[config.mk]
export PLATFORM = sky130hd
export DESIGN_NAME = fsm_detect_scheduler
export DESIGN_NICKNAME = d
export VERILOG_FILES = /design/src/rtl/fsm_sched_pkg.sv /design/src/rtl/seq11_detector.sv /design/src/rtl/fsm_detect_scheduler.sv
export SDC_FILE = /design/constraint.sdc
export NUM_CORES = 1
export LEC_CHECK = 0
export ABC_AREA = 1
export CAP_MARGIN = 0
export CORE_ASPECT_RATIO = 0.9
export CORE_MARGIN = 4
export CORE_UTILIZATION = 44
export DETAILED_ROUTE_END_ITERATION = 8
export PLACE_DENSITY_LB_ADDON = 0.1
export SLEW_MARGIN = 20
export SYNTH_ARGS = -nofsm -noshare
export SYNTH_HDL_FRONTEND = slang
export SYNTH_HIERARCHICAL = 1
export SYNTH_SLANG_ARGS = --single-unit
[constraint.sdc]
create_clock -name clk -period 1.9 [get_ports clk]
set_clock_uncertainty 0.1 [all_clocks]
set_input_delay 0.38 -clock clk [delete_from_list [all_inputs] [get_ports clk]]
set_output_delay 0.38 -clock clk [all_outputs]
set_load 0.1 [all_outputs]
[src/rtl/fsm_sched_pkg.sv]
// Shared types and helpers for the "11" detector scheduler.
package fsm_sched_pkg;

  // Upper bounds for the round-robin search helper.
  localparam int unsigned RR_MAXREQ = 8;
  localparam int unsigned RR_IDXW   = 3;

  typedef enum logic [2:0] {
    ST_IDLE,
    ST_LOAD,
    ST_SHIFT,
    ST_DRAIN,
    ST_REPORT
  } ctrl_state_e;

  typedef enum logic [1:0] {
    DET_A,
    DET_B,
    DET_C
  } det_state_e;

  // Returns {found, index}: first set request at or after (last+1) mod nreq.
  function automatic logic [RR_IDXW:0] rr_next(input logic [RR_MAXREQ-1:0] req,
                                               input int unsigned          nreq,
                                               input logic [RR_IDXW-1:0]   last);
    logic [RR_IDXW:0] res;
    int unsigned      idx;
    res = '0;
    for (int unsigned i = 1; i <= RR_MAXREQ; i++) begin
      idx = (32'(last) + i) % nreq;
      if ((i <= nreq) && !res[RR_IDXW] && req[RR_IDXW'(idx)]) begin
        res = {1'b1, RR_IDXW'(idx)};
      end
    end
    return res;
  endfunction

endpackage

[src/rtl/seq11_detector.sv]
// Serial "11" detector. Moore A/B/C by default; define FSM_SCHED_MEALY_EN
// for the two-state Mealy variant whose z depends on the current bit.
module seq11_detector
  import fsm_sched_pkg::*;
(
  input  logic clk,
  input  logic Reset,
  input  logic clr,
  input  logic w,
  output logic z
);

  det_state_e state;
  det_state_e state_nxt;

  // State register.
  always_ff @(posedge clk) begin
    if (Reset) begin
      state <= DET_A;
    end else begin
      state <= state_nxt;
    end
  end

`ifdef FSM_SCHED_MEALY_EN
  // Mealy: B means the previous bit was 1; a hit is a 1 arriving in B.
  always_comb begin
    state_nxt = state;
    z         = 1'b0;
    if (clr) begin
      state_nxt = DET_A;
    end else if (w) begin
      state_nxt = DET_B;
    end else begin
      state_nxt = DET_A;
    end
    z = (state == DET_B) && w;
  end
`else
  // Moore: C means at least two consecutive 1s have been seen.
  always_comb begin
    state_nxt = state;
    z         = (state == DET_C);
    if (clr) begin
      state_nxt = DET_A;
    end else if (w) begin
      case (state)
        DET_A:   state_nxt = DET_B;
        DET_B:   state_nxt = DET_C;
        default: state_nxt = DET_C;
      endcase
    end else begin
      state_nxt = DET_A;
    end
  end
`endif

endmodule

[src/rtl/fsm_detect_scheduler.sv]
// Round-robin scheduler sharing one "11" detector among NREQ requesters.
// Build option FSM_SCHED_MEALY_EN selects the Mealy detector and drops DRAIN.
module fsm_detect_scheduler
  import fsm_sched_pkg::*;
#(
  parameter int unsigned NREQ  = 4,
  parameter int unsigned WIDTH = 8,
  parameter int unsigned IDW   = $clog2(NREQ),
  parameter int unsigned CNTW  = $clog2(WIDTH)
) (
  input  logic                  clk,
  input  logic                  Reset,
  input  logic [NREQ-1:0]       req,
  input  logic [NREQ*WIDTH-1:0] data,
  output logic [NREQ-1:0]       gnt,
  output logic                  busy,
  output logic                  done,
  output logic [IDW-1:0]        done_id,
  output logic [CNTW-1:0]       hit_count,
  output logic                  w_obs,
  output logic                  z_obs
);

  localparam int unsigned   KW      = (WIDTH > 1) ? $clog2(WIDTH) : 1;
  localparam logic [KW-1:0]  K_LAST  = KW'(WIDTH - 1);
  localparam logic [IDW-1:0] ID_LAST = IDW'(NREQ - 1);

  ctrl_state_e      state, state_nxt;
  logic [WIDTH-1:0] sh, sh_nxt;
  logic [KW-1:0]    k, k_nxt;
  logic [CNTW-1:0]  cnt, cnt_nxt, cnt_inc;
  logic [IDW-1:0]   cur_id, cur_id_nxt;
  logic [IDW-1:0]   last, last_nxt;
  logic [NREQ-1:0]  gnt_nxt;
  logic             busy_nxt, done_nxt, w_nxt;
  logic [IDW-1:0]   done_id_nxt;
  logic [CNTW-1:0]  hit_count_nxt;

  logic [RR_IDXW:0] rr;
  logic             pick_valid;
  logic [IDW-1:0]   pick_idx;
  logic [WIDTH-1:0] pick_word;
  logic             det_clr;
  logic             det_z;

  // Shared detector, cleared while the controller is in LOAD.
  assign det_clr = (state == ST_LOAD);

  seq11_detector u_det (
    .clk   (clk),
    .Reset (Reset),
    .clr   (det_clr),
    .w     (w_obs),
    .z     (det_z)
  );

  assign z_obs   = det_z;
  assign cnt_inc = cnt + CNTW'(det_z);

  // Round-robin pick and the word belonging to the picked requester.
  always_comb begin
    rr         = rr_next(RR_MAXREQ'(req), NREQ, RR_IDXW'(last));
    pick_valid = rr[RR_IDXW];
    pick_idx   = IDW'(rr[RR_IDXW-1:0]);
    pick_word  = '0;
    for (int unsigned i = 0; i < NREQ; i++) begin
      if (IDW'(i) == pick_idx) begin
        pick_word = data[i*WIDTH +: WIDTH];
      end
    end
  end

  // Next-state and next-output logic; the grant decision is made one cycle
  // ahead (idle with no pending grant, or REPORT) so gnt leaves a flop.
  always_comb begin
    state_nxt     = state;
    sh_nxt        = sh;
    k_nxt         = k;
    cnt_nxt       = cnt;
    cur_id_nxt    = cur_id;
    last_nxt      = last;
    gnt_nxt       = '0;
    busy_nxt      = 1'b0;
    done_nxt      = 1'b0;
    w_nxt         = 1'b0;
    done_id_nxt   = done_id;
    hit_count_nxt = hit_count;

    case (state)
      ST_IDLE: begin
        if (|gnt) begin
          state_nxt = ST_LOAD;
          busy_nxt  = 1'b1;
        end else if (pick_valid) begin
          gnt_nxt    = NREQ'(1) << pick_idx;
          sh_nxt     = pick_word;
          cur_id_nxt = pick_idx;
          last_nxt   = pick_idx;
        end
      end
      ST_LOAD: begin
        cnt_nxt   = '0;
        busy_nxt  = 1'b1;
        state_nxt = ST_SHIFT;
        w_nxt     = sh[0];
        sh_nxt    = sh >> 1;
        k_nxt     = '0;
      end
      ST_SHIFT: begin
        cnt_nxt = cnt_inc;
        if (k == K_LAST) begin
`ifdef FSM_SCHED_MEALY_EN
          state_nxt     = ST_REPORT;
          done_nxt      = 1'b1;
          done_id_nxt   = cur_id;
          hit_count_nxt = cnt_inc;
`else
          state_nxt = ST_DRAIN;
          busy_nxt  = 1'b1;
`endif
        end else begin
          busy_nxt = 1'b1;
          w_nxt    = sh[0];
          sh_nxt   = sh >> 1;
          k_nxt    = k + KW'(1);
        end
      end
`ifndef FSM_SCHED_MEALY_EN
      ST_DRAIN: begin
        cnt_nxt       = cnt_inc;
        state_nxt     = ST_REPORT;
        done_nxt      = 1'b1;
        done_id_nxt   = cur_id;
        hit_count_nxt = cnt_inc;
      end
`endif
      ST_REPORT: begin
        state_nxt = ST_IDLE;
        if (pick_valid) begin
          gnt_nxt    = NREQ'(1) << pick_idx;
          sh_nxt     = pick_word;
          cur_id_nxt = pick_idx;
          last_nxt   = pick_idx;
        end
      end
      default: begin
        state_nxt = ST_IDLE;
      end
    endcase
  end

  // State, datapath and output registers.
  always_ff @(posedge clk) begin
    if (Reset) begin
      state     <= ST_IDLE;
      sh        <= '0;
      k         <= '0;
      cnt       <= '0;
      cur_id    <= '0;
      last      <= ID_LAST;
      gnt       <= '0;
      busy      <= 1'b0;
      done      <= 1'b0;
      done_id   <= '0;
      hit_count <= '0;
      w_obs     <= 1'b0;
    end else begin
      state     <= state_nxt;
      sh        <= sh_nxt;
      k         <= k_nxt;
      cnt       <= cnt_nxt;
      cur_id    <= cur_id_nxt;
      last      <= last_nxt;
      gnt       <= gnt_nxt;
      busy      <= busy_nxt;
      done      <= done_nxt;
      done_id   <= done_id_nxt;
      hit_count <= hit_count_nxt;
      w_obs     <= w_nxt;
    end
  end

endmodule

==> flow_summary.toml, run 1 <==
[route]
wirelength_mm = 5.40
dr_total_vias = 2112
first_pass_iters = 4
avgRoutedWirePerCell_um = 12.5
drc = 0
ant_nets = 0
vias_per_cell = 4.89
drtIter0Drc = 95

[floorplanning]
die_w_um = 80.0
io_pins = 51
placementRows = 23
coreArea_mm2 = 0.00449
start_util_pct = 45.8
die_area_mm2 = 0.00583
die_h_um = 72.8

[outcome]
status = "finished with violations"
violations = "negative setup slack"

[global_routing]
grt_pass1_wl_mm = 8.71
grt_pass1_vias = 2079
grt_max_degree = 18
overflow = 0
track_usage_pct = 18.9
grt_antenna_before_repair = 0

[sta]
fin_crit_sh_pct = 103
rsz0062_at_grt = "yes"
slew_headroom_pct = 69.1
drv_slew = 0
setup_violations = 9
hold_violations = 0
period_needed_ns = 1.96
maxClockFrequency_mhz = 511
tightest_slew_ns = 0.462
post-route-worst-setup-slack_ns = -0.0584

[synth]
syn_inst = 293
synth_warnings = 6
synth_mux_area_share_pct = 0
synthSimpleGateAreaFrac_pct = 38.6
synth_top_family_by_area = "simple AND/OR/NAND/NOR gates"
synth.distinct_cells = 34
yosys-top-cells-count = "nand2_1, dfxtp_1, nor2_1, inv_1, a21oi_1"
synthAdderAreaFrac_pct = 2.44
synth_top_cell_by_area = "dfxtp_1"
async_flop_share_pct = 0
synth_compound_area_share_pct = 13.9
synth_flop_cell = "dfxtp_1"
yosysMostFrequentCell = "nand2_1"
synth_edf_count = 0
netlist_area_mm2 = 0.00205
synth_area_per_cell_um2 = 7.01
synth-seq-cells = 35
yosysSeqAreaShare_pct = 34.1
synthesis.nets = 335
yosys.area_share.xor_xnor_pct = 0.426
synth_area_leaders = "dfxtp_1, nand2_1, nor2_1, a21oi_1, inv_1"
synth.top_cell.area_share_pct = 34.1

[placed_design]
place_area_mm2 = 0.00288
portBuffers = 50
hpwl_mm = 3.89
place_congestion = 0.848
place_ws_ns = -0.494

[worst_hold_path]
hold_path.class = "flop to flop"

[cts]
cts_hold_buffers = 0
h-tree-depth = 2
insertion_delay_ns = 0.29
clockBufferDepth = 2
clock-sinks = 35
cts_made_buffers = 5
path_clk_slew_ns = 0.07
tritoncts = "built"
cts_root_buffer = "clkbuf_8"

[worst_setup_path]
required_ns = 2.02
rrSetupSlack_ns = -0.06
critPathLaunchType = "flop"
endpoint = "sh[2]"
cp_max_fo = 8
end_kind = "flop"
crit_start = "last[0]"
arrival_ns = 2.07
worstSetupPathType = "flop to flop"
reg2reg_depth = 15
timing.rr.end = "sh[2]"
r2r-start = "last[0]"

[finish]
fin_area_mm2 = 0.00324
fillers = 362
antenna_cells = 0
fin_nets = 411
multiInputGateArea_mm2 = 0.00131
regArea_um2 = 708
drive_gt1_share_pct = 33.5
area_delta_synth_final_pct = 57.6

[run]
maxCapViolCount = 0

[power_and_ir_drop]
max-vdd-ir-drop_mv = 1.16
power.density_mw_per_mm2 = 1990
p_leak_nw = 1.48
[area by class of cell]
| type | instances | area share [%] |
|---|---|---|
| multi-input combinational | 216 | 40.5 |
| timing repair buffer | 76 | 27.5 |
| sequential | 35 | 21.9 |
| inverter | 35 | 4.29 |
| tap | 62 | 2.40 |
| clock buffer | 5 | 2.13 |
| clock inverter | 3 | 1.35 |
[what timing repair did]
action                                  CTS  global route
gates cloned                              2             1
endpoints found under the setup margin   16            17
buffers inserted                          4             0
gates resized for setup                  27            18
pin swaps                                15            18
[cell usage in the layout (no fill, tap or decap), types with 3 or more instances in the layout]
master / n
buf_12: 15
nor3_2: 3
dfxtp_2: 6
a21oi_2: 5
dfxtp_1: 29
nor2_1: 28
nor2_4: 4
nand3_2: 7
inv_1: 25
o21ai_0: 11
o21ai_1: 6
clkdlybuf4s50_1: 33
nor3_1: 3
a21oi_1: 18
nand3_1: 14
nand2_2: 18
nand4_1: 5
nand2_1: 61
ha_1: 4
buf_4: 18
buf_6: 5
inv_2: 8
clkbuf_8: 5
dlygate4sd2_1: 4
nand2_4: 13
[layer usage]
metal | global-route usage, % | wire [um]
met2 | 33.5 | 2810
met3 | 3.83 | 210
met1 | 22.6 | 2300
met4 | 6.57 | 82
met5 | 0 | 0
[critical path, stage by stage (launching register included)]
cell	delay, ns
dfxtp_2	0.34
buf_6	0.14
nand2_2	0.06
nand2_2	0.07
nand2_1	0.09
nand2_2	0.06
nand2_1	0.07
nand2_2	0.08
nand2_4	0.11
inv_2	0.05
a21oi_4	0.18
buf_6	0.14
nand3_1	0.07
nand4_1	0.09
nand2_1	0.09
a21oi_2	0.13
[power breakdown]
part	switching (mW)	leakage, nW	internal, mW	total [mW]
logic	2.73	1.14	2.02	4.75
clock network	0.278	0.0581	0.390	0.669
registers	0.108	0.287	0.902	1.01
[worst min-delay path by stage]
stage,start,to,slack (ns),cells after the start
floorplan,sh[0],w_obs,0.33,2
global placement,cnt[0],cnt[0],0.35,2
detailed placement,cur_id[1],cur_id[1],0.35,2
CTS,cur_id[1],cur_id[1],0.36,2
global route,k[1],k[1],0.39,2
finish,cur_id[1],cur_id[1],0.36,2
[per-stage QoR]
step	utilization (%)	hold slack, ns	std cells	setup TNS [ns]	total power, mW
final	72.1	0.364	432	-0.239	6.43
after global placement	64.2	0.354	417	-6.36	4.81
after detailed placement	64.2	0.353	417	-6.84	4.85
after global routing	72.1	0.386	432	-1.89	6.92
after floorplan	-	0.325	293	0	3.80
after CTS	70.4	0.365	431	-0.122	6.14
[registers in the layout (all words and copies together) (netlist names)]
signal / cells
hit_count: 3
state: 3
cnt: 3
cur_id: 2
last: 2
gnt: 4
k: 3
busy: 1
done_id: 2
done: 1
w_obs: 1
u_det/state: 2
sh: 8
[cells by family (layout without fill, tap and decap cells)]
family                   count (synthesis)  count (layout)
AND/OR/NAND/NOR                        161             163
AO/OA/AOI/OAI                           48              48
buffers and inverters                   44             119
flip-flops                              35              35
adder cells (fa/ha/maj)                  4               4
XOR/XNOR                                 1               1
Note: power is estimated with default switching activity, not from simulation.
==> run 2: changes to the inputs <==
HOLD_SLACK_MARGIN = 0.12   (was unset)
==> results of run 2 <==
Final layout, timing and power as in run 1 (identical DEF).
==> run 3: changes to the inputs <==
SKIP_CTS_REPAIR_TIMING = 1   (was unset)
==> run 3 against run 2 <==
The run still ends with negative setup slack left. Global-route usage down 0.96 points. First-iteration DRC count up 24%. Utilization up 0.28 points. Worst hold slack about the same. Non-clock buffer count up 1. Flip-flop and latch count unchanged. Critical path depth down 1. Final cell count unchanged. Clock-buffer cell count unchanged. Wire length down 1.2%. Total power down 2.9%. Critical endpoint unchanged.
==> flow_summary.toml, run 3 (synthesized netlist as in run 1, its figures left out) <==
[cts]
clockBufferDepth = 2
tritoncts = "built"
cts_made_buffers = 5
path_clk_slew_ns = 0.07
h-tree-depth = 2
insertion_delay_ns = 0.29
cts_root_buffer = "clkbuf_8"
clock-sinks = 35

[worst_setup_path]
rrSetupSlack_ns = -0.11
cp_max_fo = 7
timing.rr.end = "sh[2]"
r2r-start = "last[1]"
worstSetupPathType = "flop to flop"
required_ns = 2.02
reg2reg_depth = 14
critPathLaunchType = "flop"
end_kind = "flop"
arrival_ns = 2.13

[sta]
slew_headroom_pct = 67.9
fin_crit_sh_pct = 106
hold_violations = 0
holdWs_ns = 0.364
timing.setup.tns_ns = -0.587
tightest_slew_ns = 0.481
drv_slew = 0
setup_violations = 8
rsz0062_at_grt = "yes"
maxClockFrequency_mhz = 498
post-route-worst-setup-slack_ns = -0.110
period_needed_ns = 2.01

[power_and_ir_drop]
p_leak_nw = 1.52
switching_share_pct = 49.0
finalPower_mw = 6.24
p_int_mw = 3.18
combPwrFrac_pct = 72.9
clockPowerShare_pct = 10.7
power_frac_seq_pct = 16.4
power_switching_mw = 3.06
power.density_mw_per_mm2 = 1920
max-vdd-ir-drop_mv = 1.05

[floorplanning]
die_w_um = 80.0
die_h_um = 72.8
die_area_mm2 = 0.00583
start_util_pct = 45.8
io_pins = 51
placementRows = 23
coreArea_mm2 = 0.00449

[finish]
fin_area_mm2 = 0.00325
antenna_cells = 0
most-common-layout-cells = "nand2_1, clkdlybuf4s50_1, dfxtp_1"
top_register = "sh"
fin_nets = 411
drive_gt1_share_pct = 32.4
reg_top3 = "sh x8, gnt x4"
regArea_um2 = 711
largest_reg_flops = 8
final_core_util_pct = 72.4
fillers = 359
area_delta_synth_final_pct = 58.2
final_common_cell = "nand2_1"
multiInputGateArea_mm2 = 0.00131

[placed_design]
portBuffers = 50
place_congestion = 0.848
hpwl_mm = 3.89
place_area_mm2 = 0.00288

[worst_hold_path]
hold_path.class = "flop to flop"
holdPathEnd = "cur_id[1]"
min_from = "cur_id[1]"
hold_depth = 2

[route]
wirelength_mm = 5.34
avgRoutedWirePerCell_um = 12.4
drc = 0
first_pass_iters = 4
drtIter0Drc = 118
dr_total_vias = 2099
ant_nets = 0
vias_per_cell = 4.86

[global_routing]
grt_max_degree = 18
track_usage_pct = 17.9
overflow = 0
grt_pass1_wl_mm = 8.27
grt_antenna_before_repair = 0
grt_pass1_vias = 1953

[outcome]
violations = "negative setup slack"
status = "finished with violations"

[run]
maxCapViolCount = 0
-- run 3: changes by cell type in the layout (fill, tap and decap cells not counted), sizes merged --
cell          previous run  this run
dlymetal6s2s             0         4
dlygate4sd2              4         0
clkbuf                   5         6
bufbuf                   1         0
buf                     38        39
nand2                   94        93
-- run 3: power by group through the flow --
stage / sequential [mW] / combinational, mW / clock [mW]
6_report: 1.02 / 4.55 / 0.669
5_1_grt: 1.04 / 4.98 / 0.708
4_1_cts: 0.998 / 3.85 / 0.674
3_5_place_dp: 1.01 / 3.83 / 0
3_3_place_gp: 1.01 / 3.80 / 0
2_1_floorplan: 1.28 / 2.52 / 0
-- run 3: worst max path at each step --
stage	from	endpoint	slack, ns	depth (start not counted)
6_report	last[1]	sh[2]	-0.11	14
5_1_grt	last[1]	sh[2]	-0.23	14
4_1_cts	req[3]	sh[0]	-0.20	16
3_5_place_dp	req[3]	sh[0]	-0.49	16
3_3_place_gp	req[0]	sh[2]	-0.49	14
2_1_floorplan	last[0]	sh[7]	0.002	18
-- run 3: final cells by class --
cell class | count | area share, %
multi-input cells | 215 | 40.3
repair buffers | 77 | 27.6
flip-flops and latches | 35 | 21.9
inverters | 35 | 4.35
well taps | 62 | 2.39
clock buffers | 5 | 2.12
clock inverters | 3 | 1.35
-- run 3: per-stage QoR --
step                std cells  worst slack [ns]
detailed placement        417            -0.494
global route              432            -0.229
global placement          417            -0.489
CTS                       425            -0.204
finish                    432            -0.110
floorplan                 293           0.00170
-- run 3: critical path, stage by stage (launching register included) --
cell,delay (ns)
dfxtp_2,0.38
buf_4,0.16
nand2_2,0.06
nand2_2,0.10
nand2_2,0.06
nand2_2,0.07
inv_2,0.05
nand3_2,0.08
nand3_4,0.17
buf_12,0.19
nor2_4,0.14
nand2_1,0.08
nand4_1,0.08
nand2_1,0.08
a21oi_2,0.13
-- run 3: per-layer routing --
layer / wire length, um / GRT usage (%) / vias up
li1: - / - / 1094
met1: 2320 / 22.0 / 957
met2: 2760 / 31.7 / 41
met3: 203 / 3.70 / 7
met4: 62 / 5.07 / 0
met5: 0 / 0 / -
